--- src/rtl/cgra_alu_pkg.sv ---
// cgra_alu_pkg: shared definitions for the CGRA PE ALU pipeline.
//   opcode_t   : 4-bit operation select
//   OP_*       : opcode encodings
//   ALU_LAT    : fixed result latency in enabled cycles
//   is_mul_op  : true for ops whose result comes from the multiplier path
package cgra_alu_pkg;

    localparam int ALU_LAT = 3;

    typedef logic [3:0] opcode_t;

    localparam opcode_t OP_NOP    = 4'h0;
    localparam opcode_t OP_MULADD = 4'h1;
    localparam opcode_t OP_MULSUB = 4'h2;
    localparam opcode_t OP_ADDADD = 4'h3;
    localparam opcode_t OP_ADDSUB = 4'h4;
    localparam opcode_t OP_SUBSUB = 4'h5;
    localparam opcode_t OP_PHI    = 4'h6;
    localparam opcode_t OP_RSFAND = 4'h7;
    localparam opcode_t OP_LSFADD = 4'h8;
    localparam opcode_t OP_ABS    = 4'h9;
    localparam opcode_t OP_GT     = 4'hA;
    localparam opcode_t OP_LET    = 4'hB;
    localparam opcode_t OP_ANDAND = 4'hC;
    localparam opcode_t OP_MIN    = 4'hD;
    localparam opcode_t OP_MAX    = 4'hE;
    localparam opcode_t OP_ORXOR  = 4'hF;

    function automatic logic is_mul_op(input opcode_t op);
        return (op == OP_MULADD) || (op == OP_MULSUB);
    endfunction

endpackage

--- src/rtl/cgra_mul_pipe.sv ---
// cgra_mul_pipe: 2-stage unsigned MUL_WIDTH x MUL_WIDTH multiply, then +/- In2.
//   Clk, Resetn : clock, async active-low reset
//   En          : advance; 0 holds both stages
//   In0, In1    : multiplier operands (MUL_WIDTH)
//   In2         : addend / subtrahend (DWIDTH)
//   Sub         : 1 = product - In2, 0 = product + In2
//   Res         : DWIDTH result, registered in the second stage
// Fed from the ALU's S0 registers, so Res lines up with the ALU's S2 stage.
module cgra_mul_pipe #(
    parameter int DWIDTH    = 32,
    parameter int MUL_WIDTH = 16
) (
    input  logic                 Clk,
    input  logic                 Resetn,
    input  logic                 En,
    input  logic [MUL_WIDTH-1:0] In0,
    input  logic [MUL_WIDTH-1:0] In1,
    input  logic [DWIDTH-1:0]    In2,
    input  logic                 Sub,
    output logic [DWIDTH-1:0]    Res
);

    logic [2*MUL_WIDTH-1:0] prod_full;
    logic [DWIDTH-1:0]      prod_q;
    logic [DWIDTH-1:0]      c_q;
    logic                   sub_q;

    // Widen before multiplying so the full 2*MW product is kept; the
    // DWIDTH cast then zero-extends or truncates as needed.
    assign prod_full = (2*MUL_WIDTH)'(In0) * (2*MUL_WIDTH)'(In1);

    always_ff @(posedge Clk or negedge Resetn) begin
        if (!Resetn) begin
            prod_q <= '0;
            c_q    <= '0;
            sub_q  <= 1'b0;
            Res    <= '0;
        end else if (En) begin
            prod_q <= DWIDTH'(prod_full);
            c_q    <= In2;
            sub_q  <= Sub;
            Res    <= sub_q ? (prod_q - c_q) : (prod_q + c_q);
        end
    end

endmodule

--- src/rtl/cgra_alu_pipe.sv ---
// cgra_alu_pipe: fixed-latency (ALU_LAT=3) three-operand ALU for the CGRA PE.
//   Clk, Resetn        : clock, async active-low reset
//   En                 : pipeline advance; 0 holds every register
//   Flush              : sync clear of all in-flight valids (only with En=1)
//   In_Valid, Opcode   : operand-set valid and operation select
//   ALU_In0/1/2        : operands (DWIDTH)
//   Out_Valid, ALU_Out : registered result and its valid
// Stages: S0 operand regs -> S1 first-level op -> S2 second op with In2
// (multiplier result joins here) -> output register.
module cgra_alu_pipe
    import cgra_alu_pkg::*;
#(
    parameter int DWIDTH    = 32,
    parameter int MUL_WIDTH = 16
) (
    input  logic              Clk,
    input  logic              Resetn,
    input  logic              En,
    input  logic              Flush,
    input  logic              In_Valid,
    input  logic [3:0]        Opcode,
    input  logic [DWIDTH-1:0] ALU_In0,
    input  logic [DWIDTH-1:0] ALU_In1,
    input  logic [DWIDTH-1:0] ALU_In2,
    output logic              Out_Valid,
    output logic [DWIDTH-1:0] ALU_Out
);

    localparam int SHW = $clog2(DWIDTH);

    typedef logic [DWIDTH-1:0] word_t;

    logic [ALU_LAT:0] vld_pipe;
    opcode_t          op0, op1, op2;
    word_t            a0, b0, c0;
    word_t            x1, c1;
    word_t            alu2, mul2;
    word_t            x1_d, alu_d, addsub;
    logic [SHW-1:0]   sh;

    // Log-depth barrel shifters: stage k shifts by 2^k when sh[k] is set.
    word_t shl_st [SHW+1];
    word_t shr_st [SHW+1];

    assign sh        = b0[SHW-1:0];
    assign shl_st[0] = a0;
    assign shr_st[0] = a0;

    for (genvar k = 0; k < SHW; k++) begin : g_sh
        assign shl_st[k+1] = sh[k] ? (shl_st[k] << (1 << k)) : shl_st[k];
        assign shr_st[k+1] = sh[k] ? (shr_st[k] >> (1 << k)) : shr_st[k];
    end

    // S1: first-level result. PHI resolves fully here since it needs only
    // a compare and a select; MUL ops bypass this path.
    always_comb begin
        x1_d = '0;
        unique case (op0)
            OP_ADDADD, OP_ADDSUB: x1_d = a0 + b0;
            OP_SUBSUB:            x1_d = a0 - b0;
            OP_PHI:               x1_d = (a0 != '0) ? b0 : c0;
            OP_RSFAND:            x1_d = shr_st[SHW];
            OP_LSFADD:            x1_d = shl_st[SHW];
            OP_ABS:               x1_d = a0[DWIDTH-1] ? (word_t'(0) - a0) : a0;
            OP_GT:                x1_d = word_t'(a0 > b0);
            OP_LET:               x1_d = word_t'(a0 <= b0);
            OP_ANDAND:            x1_d = a0 & b0;
            OP_MIN:               x1_d = (a0 < b0) ? a0 : b0;
            OP_MAX:               x1_d = (a0 > b0) ? a0 : b0;
            OP_ORXOR:             x1_d = a0 | b0;
            default:              x1_d = '0;
        endcase
    end

    // S2: one shared adder/subtractor serves every "+/- In2" op.
    assign addsub = ((op1 == OP_ADDSUB) || (op1 == OP_SUBSUB)) ? (x1 - c1) : (x1 + c1);

    always_comb begin
        alu_d = '0;
        unique case (op1)
            OP_ADDADD, OP_ADDSUB, OP_SUBSUB, OP_LSFADD: alu_d = addsub;
            OP_RSFAND, OP_ANDAND:                       alu_d = x1 & c1;
            OP_ORXOR:                                   alu_d = x1 ^ c1;
            OP_PHI, OP_ABS, OP_GT, OP_LET, OP_MIN, OP_MAX: alu_d = x1;
            default:                                    alu_d = '0;
        endcase
    end

    cgra_mul_pipe #(
        .DWIDTH    (DWIDTH),
        .MUL_WIDTH (MUL_WIDTH)
    ) u_mul (
        .Clk    (Clk),
        .Resetn (Resetn),
        .En     (En),
        .In0    (a0[MUL_WIDTH-1:0]),
        .In1    (b0[MUL_WIDTH-1:0]),
        .In2    (c0),
        .Sub    (op0 == OP_MULSUB),
        .Res    (mul2)
    );

    // Operand/data registers move with En regardless of Flush; only the
    // valid/opcode tags and the visible output are cleared. A cleared
    // opcode (NOP) forces a zero result downstream, so stale data never
    // reaches ALU_Out.
    always_ff @(posedge Clk or negedge Resetn) begin
        if (!Resetn) begin
            vld_pipe <= '0;
            op0      <= OP_NOP;
            op1      <= OP_NOP;
            op2      <= OP_NOP;
            a0       <= '0;
            b0       <= '0;
            c0       <= '0;
            x1       <= '0;
            c1       <= '0;
            alu2     <= '0;
            ALU_Out  <= '0;
        end else if (En) begin
            a0 <= ALU_In0;
            b0 <= ALU_In1;
            c0 <= ALU_In2;
            x1 <= x1_d;
            c1 <= c0;
            if (Flush) begin
                vld_pipe <= '0;
                op0      <= OP_NOP;
                op1      <= OP_NOP;
                op2      <= OP_NOP;
                alu2     <= '0;
                ALU_Out  <= '0;
            end else begin
                vld_pipe <= {vld_pipe[ALU_LAT-1:0], In_Valid};
                op0      <= In_Valid ? opcode_t'(Opcode) : OP_NOP;
                op1      <= op0;
                op2      <= op1;
                alu2     <= alu_d;
                ALU_Out  <= is_mul_op(op2) ? mul2 : alu2;
            end
        end
    end

    assign Out_Valid = vld_pipe[ALU_LAT];

endmodule

--- config.mk ---
export PLATFORM = sky130hd
export DESIGN_NAME = cgra_alu_pipe
export DESIGN_NICKNAME = d
export VERILOG_FILES = /design/src/rtl/cgra_alu_pkg.sv /design/src/rtl/cgra_mul_pipe.sv /design/src/rtl/cgra_alu_pipe.sv
export SDC_FILE = /design/constraint.sdc
export NUM_CORES = 2
export LEC_CHECK = 0
export CAP_MARGIN = 10
export CORE_MARGIN = 3
export CORE_UTILIZATION = 35
export CTS_CLUSTER_SIZE = 10
export DETAILED_ROUTE_END_ITERATION = 7
export SYNTH_ARGS = -nofsm -noshare
export SYNTH_HDL_FRONTEND = slang
export SYNTH_SLANG_ARGS = --single-unit
--- constraint.sdc ---
create_clock -name Clk -period 9.1 [get_ports Clk]
set_input_delay 1.365 -clock Clk [delete_from_list [all_inputs] [get_ports Clk]]
set_output_delay 1.365 -clock Clk [all_outputs]
set_load 0.01 [all_outputs]
==> impl_metrics.toml <==
[layout]
drive_gt1_share_pct = 8.261
multiInputGateArea_um2 = 24740
fin_nets = 4704
register_area_um2 = 7645
fin_area_um2 = 38700
fillers = 9922
syn2layout_area_growth_pct = 11.46
layoutNonFillerInstCount = 5405

[grt]
overflow = 0
grt_max_degree = 138
grt_pass1_wl_um = 214300
grt_pass1_vias = 31215
antenna_found_initial = 1
grtUsageTotal_pct = 27.67

[clocking]
cts_buffers = 42
cts_sinks = 305
ctsRootBufferMaster = "clkbuf_16"
cts_htree_levels = 2
path_clk_slew_ps = 60
cts_tree = "done"
cts_resized = 0
cts_buffer_depth = 3
cts-hold-fix-buffers = 0
post_cts_buffers = 0
insertion_delay_ps = 620

[placement]
io_buffers = 137
gp_congestion = 1.029
pre_cts_ws_ps = 1743
placed_area_um2 = 37350
placedCellCount = 5335
post-dp-hpwl_um = 111000

[sta]
min_period_ps = 7447
worst_slack_ps = 1653
relSlewSlack_pct = 0.9973
hold_violations = 0
tightestPinTransition_ps = 1448
worst_clock_skew_ps = 40.78
period_share_pct = 81.84
rsz0062_at_grt = "false"
setup_viol = 0
setup_tns_ps = 0
max_freq_mhz = 134.3
finalMaxSlewViolations = 0

[critical_path]
cp-start-kind = "flop"
critPathKind = "reg -> reg"
arrival_ps = 7950
end_kind = "flop"
crit_fanout = 19
cpMostUsedCell = "fa_1"
worstPathCellList = "inv_1 > nor2_1 > fa_1 > inv_1 > fa_1 > inv_1 > fa_1 > fa_1 > fa_1 > inv_1 > fa_1 > inv_1 > ha_1 > and2_1 > a2111oi_0 > and4_1 > a32o_1 > nand2b_1 > o211ai_1 > a31oi_1 > xnor2_1 > mux2_2"
critPathSlowestCell = "a2111oi_0"
slowest_delay_ps = 740
cp.required_ps = 9610

[floorplan]
die_area_um2 = 103000
die_h_um = 321.0
die_width_um = 321.0
core_area_um2 = 97560
start_util_pct = 35.59
num_io_pins = 138
row_count = 114

[run_status]
outcome = "finished, violations left"
violations = "max-capacitance violations"

[yosys]
ys_warn_count = 0
synth_nets = 4723
postSynthCellCount = 4123
async_flop_share_pct = 100.0
syn_area_um2 = 34720
synth_edf_count = 0
synth_cell_types = 78
synth_ff_type = "dfrtp_1"
synth-seq-cells = 305
avgSynthCellArea_um2 = 8.422
seq_area_frac_synth_pct = 21.98

[routing]
ant_nets = 0
routed_wl_um = 146400
via_per_inst = 6.040
vias = 32645
firstDrtPassIters = 8
drt-initial-drc-count = 4237
drcViolationCount = 0
wl_per_cell_um = 27.08

[power_and_ir_drop]
ir_worst_vdd_mv = 0.4061
p_leak_nw = 17.14
power.density_nw_per_um2 = 277.7

[run]
drv_cap = 1

[worst_hold_path]
min_path_type = "reg -> reg"
[cell usage after synthesis, drive strengths merged, types with 15 or more instances]
master | number | area share (%)
ha | 297 | 11
o2bb2ai | 49 | 1.2
o22ai | 29 | 0.52
o221ai | 36 | 0.91
a222oi | 31 | 0.89
nand2 | 460 | 5.0
o21a | 16 | 0.35
nor2b | 23 | 0.41
nand3 | 41 | 0.59
mux2 | 121 | 3.9
a2111oi | 15 | 0.38
a31oi | 25 | 0.45
a21o | 58 | 1.3
nor4 | 24 | 0.43
o211ai | 31 | 0.67
mux2i | 128 | 3.7
nand2b | 24 | 0.43
o21ai | 226 | 3.3
or3 | 25 | 0.45
fa | 198 | 11
nand4 | 15 | 0.27
xor2 | 36 | 0.91
o21bai | 28 | 0.61
o31ai | 31 | 0.67
nor3 | 48 | 0.69
a21oi | 292 | 4.2
nor2 | 405 | 4.4
mux4 | 26 | 1.7
a211oi | 57 | 1.2
buf | 52 | 0.64
clkbuf | 231 | 2.5
dfrtp | 305 | 22
a221oi | 25 | 0.63
inv | 346 | 3.7
a221o | 17 | 0.49
xnor2 | 152 | 3.8
[logic make-up after synthesis]
| logic type | Yosys count | share of synthesized area [%] |
|---|---|---|
| DFF | 305 | 21.98 |
| buffers and inverters | 641 | 7.008 |
| xor gates and xnor gates | 188 | 4.742 |
| and+or+nand+nor | 1133 | 14.04 |
| adders and majority gates | 495 | 22.12 |
| muxes | 275 | 9.300 |
| AOI/OAI and AO/OA | 1086 | 20.81 |
[state kept, by name (all words and copies together) (netlist names), 32 cells and up]
signal	flops
ALU_Out	32
a0	32
alu2	32
b0	32
c0	32
u_mul.Res	32
u_mul.c_q	32
u_mul.prod_q	32
x1	32
[worst paths after layout]
kind | depth (start not counted) | slack, ps | to | startpoint
max in group asynchronous | 2 | 6850 | b0[1]$_DFFE_PN0P_ | Resetn
min in group asynchronous | 1 | 850 | ALU_Out[8]$_DFFE_PN0P_ | Resetn
setup reg to reg | 22 | 1650 | u_mul.prod_q[30]$_DFFE_PN0P_ | a0[5]$_DFFE_PN0P_
hold / removal | 2 | 470 | op2[2]$_DFFE_PN0P_ | op2[2]$_DFFE_PN0P_
setup / recovery | 22 | 1650 | u_mul.prod_q[30]$_DFFE_PN0P_ | a0[5]$_DFFE_PN0P_
hold reg to reg | 2 | 470 | op2[2]$_DFFE_PN0P_ | op2[2]$_DFFE_PN0P_
[layout by cell type (no fill, tap or decap), types with 41 or more instances in the layout]
cell type / n
ha_1: 297
clkbuf_16: 42
nand2_1: 459
a211oi_1: 56
fa_1: 198
nor2_1: 403
mux2i_1: 128
a21o_1: 58
a21oi_1: 291
inv_1: 340
clkdlybuf4s50_1: 135
buf_4: 80
o2bb2ai_1: 49
nor3_1: 43
xnor2_1: 152
o21ai_0: 226
nand3_1: 41
mux2_2: 121
dfrtp_1: 301
[power by group]
part	switching (mW)	leakage (nW)	internal, mW
Combinational	4.27	12.6	2.84
Sequential	0.349	3.84	1.61
Clock	0.707	0.647	0.976
[through the flow]
stage | total power, mW | util (%) | hold WS [ps]
4_1_cts | 10.65 | 39.66 | 477.3
6_report | 10.75 | 39.67 | 473.7
3_5_place_dp | 8.903 | 38.28 | 464.6
3_3_place_gp | 8.931 | 38.28 | 455.0
5_1_grt | 11.55 | 39.67 | 489.6
2_1_floorplan | 6.630 | - | 441.9
[final cells by class]
cell class / count / area share (%)
Sequential cell: 305 / 19.75
Tap cell: 1276 / 4.125
Timing Repair Buffer: 220 / 5.237
Inverter: 358 / 3.479
Antenna cell: 1 / 0.006466
Multi-Input combinational cell: 3177 / 63.91
Clock buffer: 54 / 2.961
Clock inverter: 14 / 0.5237
[critical path: cells and delay by family, from the launching register on]
| kind | cells | cell delay [ps] |
|---|---|---|
| and+or+nand+nor | 4 | 860 |
| AOI/OAI and AO/OA | 4 | 1280 |
| buffers and inverters | 5 | 820 |
| DFF | 1 | 730 |
| adders and majority gates | 7 | 3310 |
| xor gates and xnor gates | 1 | 80 |
| muxes | 1 | 250 |
[routing by layer]
metal  GRT usage, %  part of all wire, %  routed length (um)  up-vias
met4          10.00                  4.3                6259        2
met1          39.77                   44               63820    15973
li1               -                    -                   -    14426
met5              0               0.0082                  12        -
met2          40.07                   41               60270     1911
met3          6.858                   11               16020      333
Power figures use the tool's default switching activity.
